==> src/rtl/vec_pipe_pkg.sv <==
// rtl/vec_pipe_pkg.sv - shared defaults, payload types and occupancy encoding for the vector ID/EX stage
package vec_pipe_pkg;

   localparam int LANES  = 8;
   localparam int DATA_W = 20;
   localparam int RA_W   = 4;
   localparam int CTRL_W = 9;

   typedef logic [LANES-1:0][DATA_W-1:0] vec_t;

   typedef struct packed {
      logic       reg_write;
      logic       mem_to_reg;
      logic       mem_write;
      logic [1:0] alu_src;
      logic [2:0] alu_ctrl;
      logic       spare;
   } ctrl_t;

   typedef struct packed {
      vec_t            rd1;
      vec_t            rd2;
      vec_t            ext;
      logic [RA_W-1:0] ra1;
      logic [RA_W-1:0] ra2;
      logic [RA_W-1:0] wa3;
      ctrl_t           ctrl;
   } stage_payload_t;

   typedef enum logic [1:0] {
      EMPTY = 2'd0,
      ONE   = 2'd1,
      FULL  = 2'd2
   } occ_e;

endpackage

==> src/rtl/vec_pipe_slot.sv <==
// rtl/vec_pipe_slot.sv - one payload register; clearing ctrl outranks a load and leaves data untouched
module vec_pipe_slot
#(
   parameter int DATA_BITS = 1,
   parameter int CTRL_W    = 9
)(
   input  logic                 clk,
   input  logic                 reset,
   input  logic                 load,
   input  logic                 clr_ctrl,
   input  logic [DATA_BITS-1:0] d_data,
   input  logic [CTRL_W-1:0]    d_ctrl,
   output logic [DATA_BITS-1:0] q_data,
   output logic [CTRL_W-1:0]    q_ctrl
);
   import vec_pipe_pkg::*;

   always_ff @(posedge clk or posedge reset) begin
      if (reset) begin
         q_data <= '0;
         q_ctrl <= '0;
      end else if (clr_ctrl) begin
         q_ctrl <= '0;
      end else if (load) begin
         q_data <= d_data;
         q_ctrl <= d_ctrl;
      end
   end

endmodule

==> src/rtl/vec_pipe_stage.sv <==
// rtl/vec_pipe_stage.sv - ID/EX vector pipeline stage with 2-entry skid buffer and flush
// Optional perf counters when VEC_PIPE_STAGE_PERF_EN is defined.
module vec_pipe_stage
#(
   parameter int LANES  = 8,
   parameter int DATA_W = 20,
   parameter int RA_W   = 4,
   parameter int CTRL_W = 9
)(
   input  logic                    clk,
   input  logic                    reset,
   input  logic                    flush,
   input  logic                    in_valid,
   output logic                    in_ready,
   input  logic [LANES*DATA_W-1:0] in_rd1,
   input  logic [LANES*DATA_W-1:0] in_rd2,
   input  logic [LANES*DATA_W-1:0] in_ext,
   input  logic [RA_W-1:0]         in_ra1,
   input  logic [RA_W-1:0]         in_ra2,
   input  logic [RA_W-1:0]         in_wa3,
   input  logic [CTRL_W-1:0]       in_ctrl,
   output logic                    out_valid,
   input  logic                    out_ready,
   output logic [LANES*DATA_W-1:0] out_rd1,
   output logic [LANES*DATA_W-1:0] out_rd2,
   output logic [LANES*DATA_W-1:0] out_ext,
   output logic [RA_W-1:0]         out_ra1,
   output logic [RA_W-1:0]         out_ra2,
   output logic [RA_W-1:0]         out_wa3,
   output logic [CTRL_W-1:0]       out_ctrl
`ifdef VEC_PIPE_STAGE_PERF_EN
   ,
   output logic [15:0]             perf_stall_cnt,
   output logic [15:0]             perf_bubble_cnt
`endif
);
   import vec_pipe_pkg::*;

   localparam int VW = LANES * DATA_W;
   localparam int DW = 3 * VW + 3 * RA_W;

   occ_e              state, state_nxt;
   logic              in_ready_q;
   logic              accept, issue;
   logic              load_main, load_skid, main_from_skid;
   logic [DW-1:0]     in_data, main_data, skid_data, main_d;
   logic [CTRL_W-1:0] main_ctrl, skid_ctrl, main_dctrl;

   assign in_data  = {in_rd1, in_rd2, in_ext, in_ra1, in_ra2, in_wa3};
   assign in_ready = in_ready_q;
   assign out_valid = (state != EMPTY);
   assign accept   = in_valid & in_ready_q;
   assign issue    = out_valid & out_ready;

   // in_ready is precomputed from the next state so it leaves a flop directly
   always_ff @(posedge clk or posedge reset) begin
      if (reset) begin
         state      <= EMPTY;
         in_ready_q <= 1'b1;
      end else begin
         state      <= state_nxt;
         in_ready_q <= (state_nxt != FULL);
      end
   end

   always_comb begin
      state_nxt = state;
      if (flush) begin
         state_nxt = EMPTY;
      end else begin
         case (state)
            EMPTY: if (accept) state_nxt = ONE;
            ONE: begin
               if (accept && !issue)      state_nxt = FULL;
               else if (issue && !accept) state_nxt = EMPTY;
            end
            FULL:    if (issue) state_nxt = ONE;
            default: state_nxt = EMPTY;
         endcase
      end
   end

   // FULL never accepts, so main reloads either from skid or from the input
   always_comb begin
      main_from_skid = (state == FULL) && out_ready;
      load_main      = main_from_skid ||
                       (accept && ((state == EMPTY) || ((state == ONE) && out_ready)));
      load_skid      = accept && (state == ONE) && !out_ready;
   end

   assign main_d     = main_from_skid ? skid_data : in_data;
   assign main_dctrl = main_from_skid ? skid_ctrl : in_ctrl;

   vec_pipe_slot #(.DATA_BITS(DW), .CTRL_W(CTRL_W)) u_main (
      .clk      (clk),
      .reset    (reset),
      .load     (load_main & ~flush),
      .clr_ctrl (flush),
      .d_data   (main_d),
      .d_ctrl   (main_dctrl),
      .q_data   (main_data),
      .q_ctrl   (main_ctrl)
   );

   vec_pipe_slot #(.DATA_BITS(DW), .CTRL_W(CTRL_W)) u_skid (
      .clk      (clk),
      .reset    (reset),
      .load     (load_skid & ~flush),
      .clr_ctrl (flush),
      .d_data   (in_data),
      .d_ctrl   (in_ctrl),
      .q_data   (skid_data),
      .q_ctrl   (skid_ctrl)
   );

   assign {out_rd1, out_rd2, out_ext, out_ra1, out_ra2, out_wa3} = main_data;
   // main keeps its ctrl after draining to EMPTY, so mask it here
   assign out_ctrl = out_valid ? main_ctrl : '0;

`ifdef VEC_PIPE_STAGE_PERF_EN
   always_ff @(posedge clk or posedge reset) begin
      if (reset) begin
         perf_stall_cnt  <= '0;
         perf_bubble_cnt <= '0;
      end else begin
         if (out_valid && !out_ready && (perf_stall_cnt != 16'hFFFF))
            perf_stall_cnt <= perf_stall_cnt + 16'd1;
         if (!out_valid && out_ready && (perf_bubble_cnt != 16'hFFFF))
            perf_bubble_cnt <= perf_bubble_cnt + 16'd1;
      end
   end
`endif

endmodule

==> config.mk <==
export PLATFORM = sky130hd
export DESIGN_NAME = vec_pipe_stage
export DESIGN_NICKNAME = d
export VERILOG_FILES = /design/src/rtl/vec_pipe_pkg.sv /design/src/rtl/vec_pipe_slot.sv /design/src/rtl/vec_pipe_stage.sv
export SDC_FILE = /design/constraint.sdc
export NUM_CORES = 2
export LEC_CHECK = 0
export BUFFER_PORTS_ARGS = -buffer_cell sky130_fd_sc_hd__clkbuf_2
export CELL_PAD_IN_SITES_DETAIL_PLACEMENT = 2
export CELL_PAD_IN_SITES_GLOBAL_PLACEMENT = 2
export CORE_MARGIN = 2
export CORE_UTILIZATION = 25
export DETAILED_ROUTE_END_ITERATION = 12
export GPL_ROUTABILITY_DRIVEN = 0
export HOLD_SLACK_MARGIN = 0.08
export PLACE_DENSITY_LB_ADDON = 0.1
export SYNTH_ARGS = -nofsm -noshare
export SYNTH_HDL_FRONTEND = slang
export SYNTH_SLANG_ARGS = --single-unit
==> constraint.sdc <==
create_clock -name clk -period 34.4 [get_ports clk]
set_clock_uncertainty 0.05 [all_clocks]
set_input_delay 3.44 -clock clk [delete_from_list [all_inputs] [get_ports clk]]
set_output_delay 3.44 -clock clk [all_outputs]
set_load 0.01 [all_outputs]
* Yosys cells after proc, flatten, opt, wreduce, memory -nomap -nowiden
Cells that the tools add are included.
** Operators by class
- Eq/ne operators :: 3
- Muxes and demuxes :: 13
- Bitwise gates (word level) :: 5
- Reduce and logical (&&, ||, !) cells :: 18
** Operators with widths (number)
- 492-bit 2-to-1 mux :: 1
- 9-bit 2-to-1 mux :: 6
- 2-bit 2-to-1 mux :: 5
- 1-bit logical AND :: 7
- 2-bit case mux with 3 select lines :: 1
- 2-bit nonzero test :: 3
- 1-bit bitwise AND :: 4
- 2-bit AND reduction :: 2
- 1-bit zero test :: 3
- 2-bit by 1-bit equality test with 1-bit output (second input constant) :: 1
- 2-bit equality test (second input constant) :: 1
- 2-bit zero test :: 1
- 1-bit logical OR :: 2
- 2-bit inequality test (second input constant) :: 1
- 1-bit inverter :: 1
** Storage, ports and cells
- Register bits :: 1005
- Logic and storage cells :: 45
- Output and inout port bits :: 503
- Input bits :: 506

* Depth between registers and ports, before layout
- Word-level depth :: 8
- Depth in mapped cells :: 8
- Mapped depth without buffers :: 4

* Hierarchy
From an unflattened synthesis, not the netlist that was laid out.
** Unflattened totals
- Cells, all modules :: 2726
- Area, all modules :: 50947.6 um2
** By module, submodules not included
- vec_pipe_slot :: cells an instance 1070, area an instance 21131.5 um2, times used 2, sequential area each 12537.0 um2
- vec_pipe_stage :: cells an instance 586, area an instance 8684.6 um2, times used 1, sequential area each 76.3 um2

* Least setup slack after synthesis
Ideal clock, no wire load.
- Kind :: input to register
- Start :: in flush
- End :: reg u_skid.q_data[150]
- Setup time :: 0.117 ns
- Path slack :: 29.640 ns
- Path buffers :: 4
- Cell stages on the path :: 7
- Required time :: 34.233 ns
- Data arrival time :: 4.593 ns
- Path through :: clkbuf_1 -> or3_1 -> clkbuf_1 -> buf_2 -> clkbuf_1 -> nand2_1 -> nand2_1
** Between the ends
- Cells in the longest elaborated chain, start to end :: 3
** Ends and longest elaborated chain
- start: declaration :: line vec_pipe_stage.sv:12 : input logic flush,
- 1-bit inverter (no line) *
- 1-bit bitwise AND :: line vec_pipe_stage.sv:108 : .load (load_skid & ~flush),
- 2-bit AND reduction (no line) *
- end signal: assignment :: line vec_pipe_slot.sv:25 : q_data <= d_data;
- end: declaration :: line vec_pipe_slot.sv:13 : output logic [DATA_BITS-1:0] q_data,
Mark *: on every way between the ends. The rest lies on a longest branch, timed or not.
A chain may end at the register's enable or synchronous reset.

* Worst setup path after layout
- Start :: in flush
- End :: reg u_main.q_data[369]
** Between the ends
- Cells in the longest elaborated chain, start to end :: 3
** Ends and longest elaborated chain
- 1-bit inverter (no line) *
- 1-bit bitwise AND :: line vec_pipe_stage.sv:97 : .load (load_main & ~flush),
- 2-bit AND reduction (no line) *
- end signal: assignment :: line vec_pipe_slot.sv:25
- end: declaration :: line vec_pipe_slot.sv:13
Marks and branches as above.

==> insert_results.sql <==
INSERT INTO impl_metrics (metric_group, metric, value, unit) VALUES
('power_and_ir_drop', 'power.density_cell_area', '69.3', 'mW/mm^2'),
('power_and_ir_drop', 'power.internal', '2510', 'uW'),
('logic_synthesis', 'synth_seq_area_share', '0.609', ''),
('hold_path', 'timing.hold.worst_endpoint', 'u_skid.q_data[63]', ''),
('finish', 'finalNonFillerCells', '8004', ''),
('logic_synthesis', 'synthesis.area', '0.0413', 'sq mm'),
('worst_setup_path', 'critical_path_depth', '9', ''),
('hold_path', 'hold_class', 'flip-flop to flip-flop', ''),
('logic_synthesis', 'postSynthAreaPerCell', '8.53', 'sq um'),
('logic_synthesis', 'synthCells', '4841', ''),
('global_route', 'number_of_global_route_vias_before_repair', '39262', ''),
('worst_setup_path', 'worst-r2r-setup-slack', '29.68', 'ns'),
('die', 'pin_count', '1009', ''),
('routing', 'drt.antenna.violating_nets', '0', ''),
('worst_setup_path', 'cp_max_fo', '167', ''),
('worst_setup_path', 'gate_family_responsible_for_the_most_delay_along_the_worst_path', 'buffers and inverters', ''),
('worst_setup_path', 'worstSetupPathType', 'input pin to flip-flop', ''),
('worst_setup_path', 'timing.rr.start', 'in_ready', ''),
('clock_network', 'cts_tree', 'yes', ''),
('worst_setup_path', 'required_time_of_the_critical_path', '35.03', 'ns'),
('finish', 'fill_cells', '18829', ''),
('routing', 'first_pass_iters', '4', ''),
('timing', 'worst_pin_slew', '1.07', 'ns'),
('power_and_ir_drop', 'power.leakage', '0.0264', 'uW'),
('timing', 'timing.final.setup_violations', '0', ''),
('worst_setup_path', 'critical_path.reg2reg.endpoint', 'u_skid.q_data[322]', ''),
('clock_network', 'cts_max_path_buffers', '3', ''),
('finish', 'area.growth.synth_to_final', '27.1', '%'),
('run_status', 'outcome', 'completed', ''),
('clock_network', 'clock-root-buffer', 'clkbuf_16', ''),
('clock_network', 'cts_hold_buffers', '0', ''),
('worst_setup_path', 'timing.critical_path.arrival', '7.59', 'ns'),
('timing', 'slew_headroom', '0.285', ''),
('global_route', 'grt_first_pass_wirelength', '266', 'mm'),
('logic_synthesis', 'ys_types', '26', ''),
('routing', 'post_drt_wl_per_cell', '22.3', 'um'),
('timing', 'rsz_0062_raised_after_global_routing', 'no', ''),
('power_and_ir_drop', 'switchingPower', '1120', 'uW'),
('place', 'buffer_ports.inserted', '1008', ''),
('routing', 'drt-total-wl', '179', 'mm'),
('finish', 'ratio_of_cells_with_drive_above_1_in_the_final_layout', '0.217', ''),
('clock_network', 'post_cts.repair.setup_buffers', '0', ''),
('timing', 'final_hold_viol_count', '0', ''),
('clock_network', 'clk_pin_slew', '0.06', 'ns'),
('global_route', 'globalRouteTotalUtil', '0.209', ''),
('clock_network', 'cts_buffers', '134', ''),
('die', 'chipWidth', '410', 'um'),
('finish', 'fin_util', '0.319', ''),
('timing', 'final_max_slew_violation_count', '0', ''),
('routing', 'drcViolationCount', '0', ''),
('logic_synthesis', 'postSynthNetCount', '5347', ''),
('global_route', 'largest_net_degree_at_the_start_of_global_routing', '168', ''),
('worst_setup_path', 'critical_path.n_buffers_inverters', '5', ''),
('timing', 'fin_setup_tns', '0', 'ns'),
('worst_setup_path', 'crit_chain', 'clkbuf_2 -> nand4bb_1 -> o31ai_4 -> buf_4 -> buf_12 -> buf_4 -> buf_4 -> nor2_1 -> a31oi_1', ''),
('timing', 'timing.final.crit_share', '0.202', ''),
('job', 'cap_viol_max_count', '0', ''),
('die', 'floorplan.rows', '149', ''),
('logic_synthesis', 'synth_seq_cells', '1005', ''),
('die', 'core', '0.164', 'sq mm'),
('power_and_ir_drop', 'p_seq_frac', '0.445', ''),
('global_route', 'grt-ovfl-total', '0', ''),
('worst_setup_path', 'critical_path.most_common_cell', 'buf_4', ''),
('clock_network', 'worstSkewPairLatency', '0.75', 'ns'),
('power_and_ir_drop', 'ir_worst_vdd', '0.0000454', 'V'),
('logic_synthesis', 'yosys_warnings', '0', ''),
('hold_path', 'hp-start', 'u_skid.q_data[63]', ''),
('worst_setup_path', 'r2r_cells', '8', ''),
('worst_setup_path', 'critPathMaxStageDelay', '0.88', 'ns'),
('global_route', 'grt_antenna_before_repair', '87', ''),
('logic_synthesis', 'synth.largest_area_cell', 'dfrtp_1', '');
[cells by family after synthesis]
| logic type | count (synthesis) | synth area share |
|---|---|---|
| compound gates | 514 | 0.0792 |
| flops | 1005 | 0.609 |
| buf+inv | 336 | 0.0368 |
| simple gates | 2976 | 0.272 |
| mux | 9 | 0.00218 |
| xor+xnor | 1 | 0.000212 |
[layout make-up]
type                            count  area [sq um]  share of cell area
Sequential cell                  1005         25200               0.480
Multi-Input combinational cell   3500         14600               0.279
Timing Repair Buffer             1056          5530               0.105
Clock buffer                      207          3970              0.0757
Tap cell                         2189          2740              0.0522
Clock inverter                     28           364             0.00694
Antenna cell                       15          37.5            0.000716
Inverter                            4          22.5            0.000429
[layer usage]
metal | vias to the layer above | wire length (um) | global-route usage
li1 | 17166 | - | -
met1 | 18528 | 71800 | 0.245
met2 | 826 | 86500 | 0.350
met3 | 332 | 15400 | 0.0869
met4 | 102 | 4170 | 0.0544
met5 | - | 662 | 0
[sequential cells by signal (all words and copies together), names as in the netlist]
signal and count:
u_skid.q_ctrl 9, state 2, u_main.q_ctrl 9, u_skid.q_data 492
u_main.q_data 492, in_ready 1
[Yosys cell counts, drive strengths merged]
cell type and count:
nand2 2461, dfrtp 1004, nor2 497, a31oi 492, buf 212, clkbuf 120, nor2b 10, a22o 9
mux2i 9, o2bb2ai 9, inv 4, nand2b 2, nand3b 2, a21oi 1, dfstp 1, nand4bb 1
nor3 1, nor3b 1, o21ai 1, o31ai 1, o41a 1, or3 1, xnor2 1
[per-stage QoR]
step	hold WS [ns]	cell area, sq um	setup slack (ns)
6_report	0.421	52400	27.45
5_1_grt	0.444	52400	27.08
4_1_cts	0.426	52400	27.42
3_5_place_dp	0.412	48100	26.58
3_3_place_gp	0.407	48100	26.69
2_1_floorplan	0.396	41300	2.63
[cell usage in the layout, fill, tap and decap left out, drive strengths merged, types with 2 or more instances in the layout]
| cell type | n |
|---|---|
| o2bb2ai | 9 |
| nand3b | 2 |
| nand2b | 2 |
| a31oi | 492 |
| nand2 | 2461 |
| nor2 | 497 |
| mux2i | 9 |
| diode | 15 |
| bufinv | 3 |
| clkinv | 17 |
| a22o | 9 |
| buf | 48 |
| nor2b | 10 |
| inv | 12 |
| clkbuf | 1215 |
| dfrtp | 1004 |
[worst min-delay path, stage by stage (launching register included)]
cell and delay (ns):
dfrtp_1 0.34, nand2_1 0.05, nand2_1 0.05
[power by group through the flow]
| stage | Combinational (uW) | Clock, uW | Sequential, uW |
|---|---|---|---|
| CTS | 648 | 1440 | 1620 |
| finish | 627 | 1390 | 1620 |
| floorplan | 291 | 0 | 1660 |
| global placement | 625 | 0 | 1630 |
| global route | 715 | 1480 | 1660 |
| detailed placement | 644 | 0 | 1640 |
[worst max-delay path by stage]
stage                               endpoint  slack [ns]       from
final                     u_main.q_data[369]       27.45      flush
after global routing      u_main.q_data[341]       27.08      flush
after CTS                 u_skid.q_data[322]       27.42  out_ready
after detailed placement  u_skid.q_data[427]       26.58  out_ready
after global placement    u_skid.q_data[358]       26.69  out_ready
after floorplan                     state[0]        2.63      reset
Note: power is estimated with default switching activity, not from simulation.
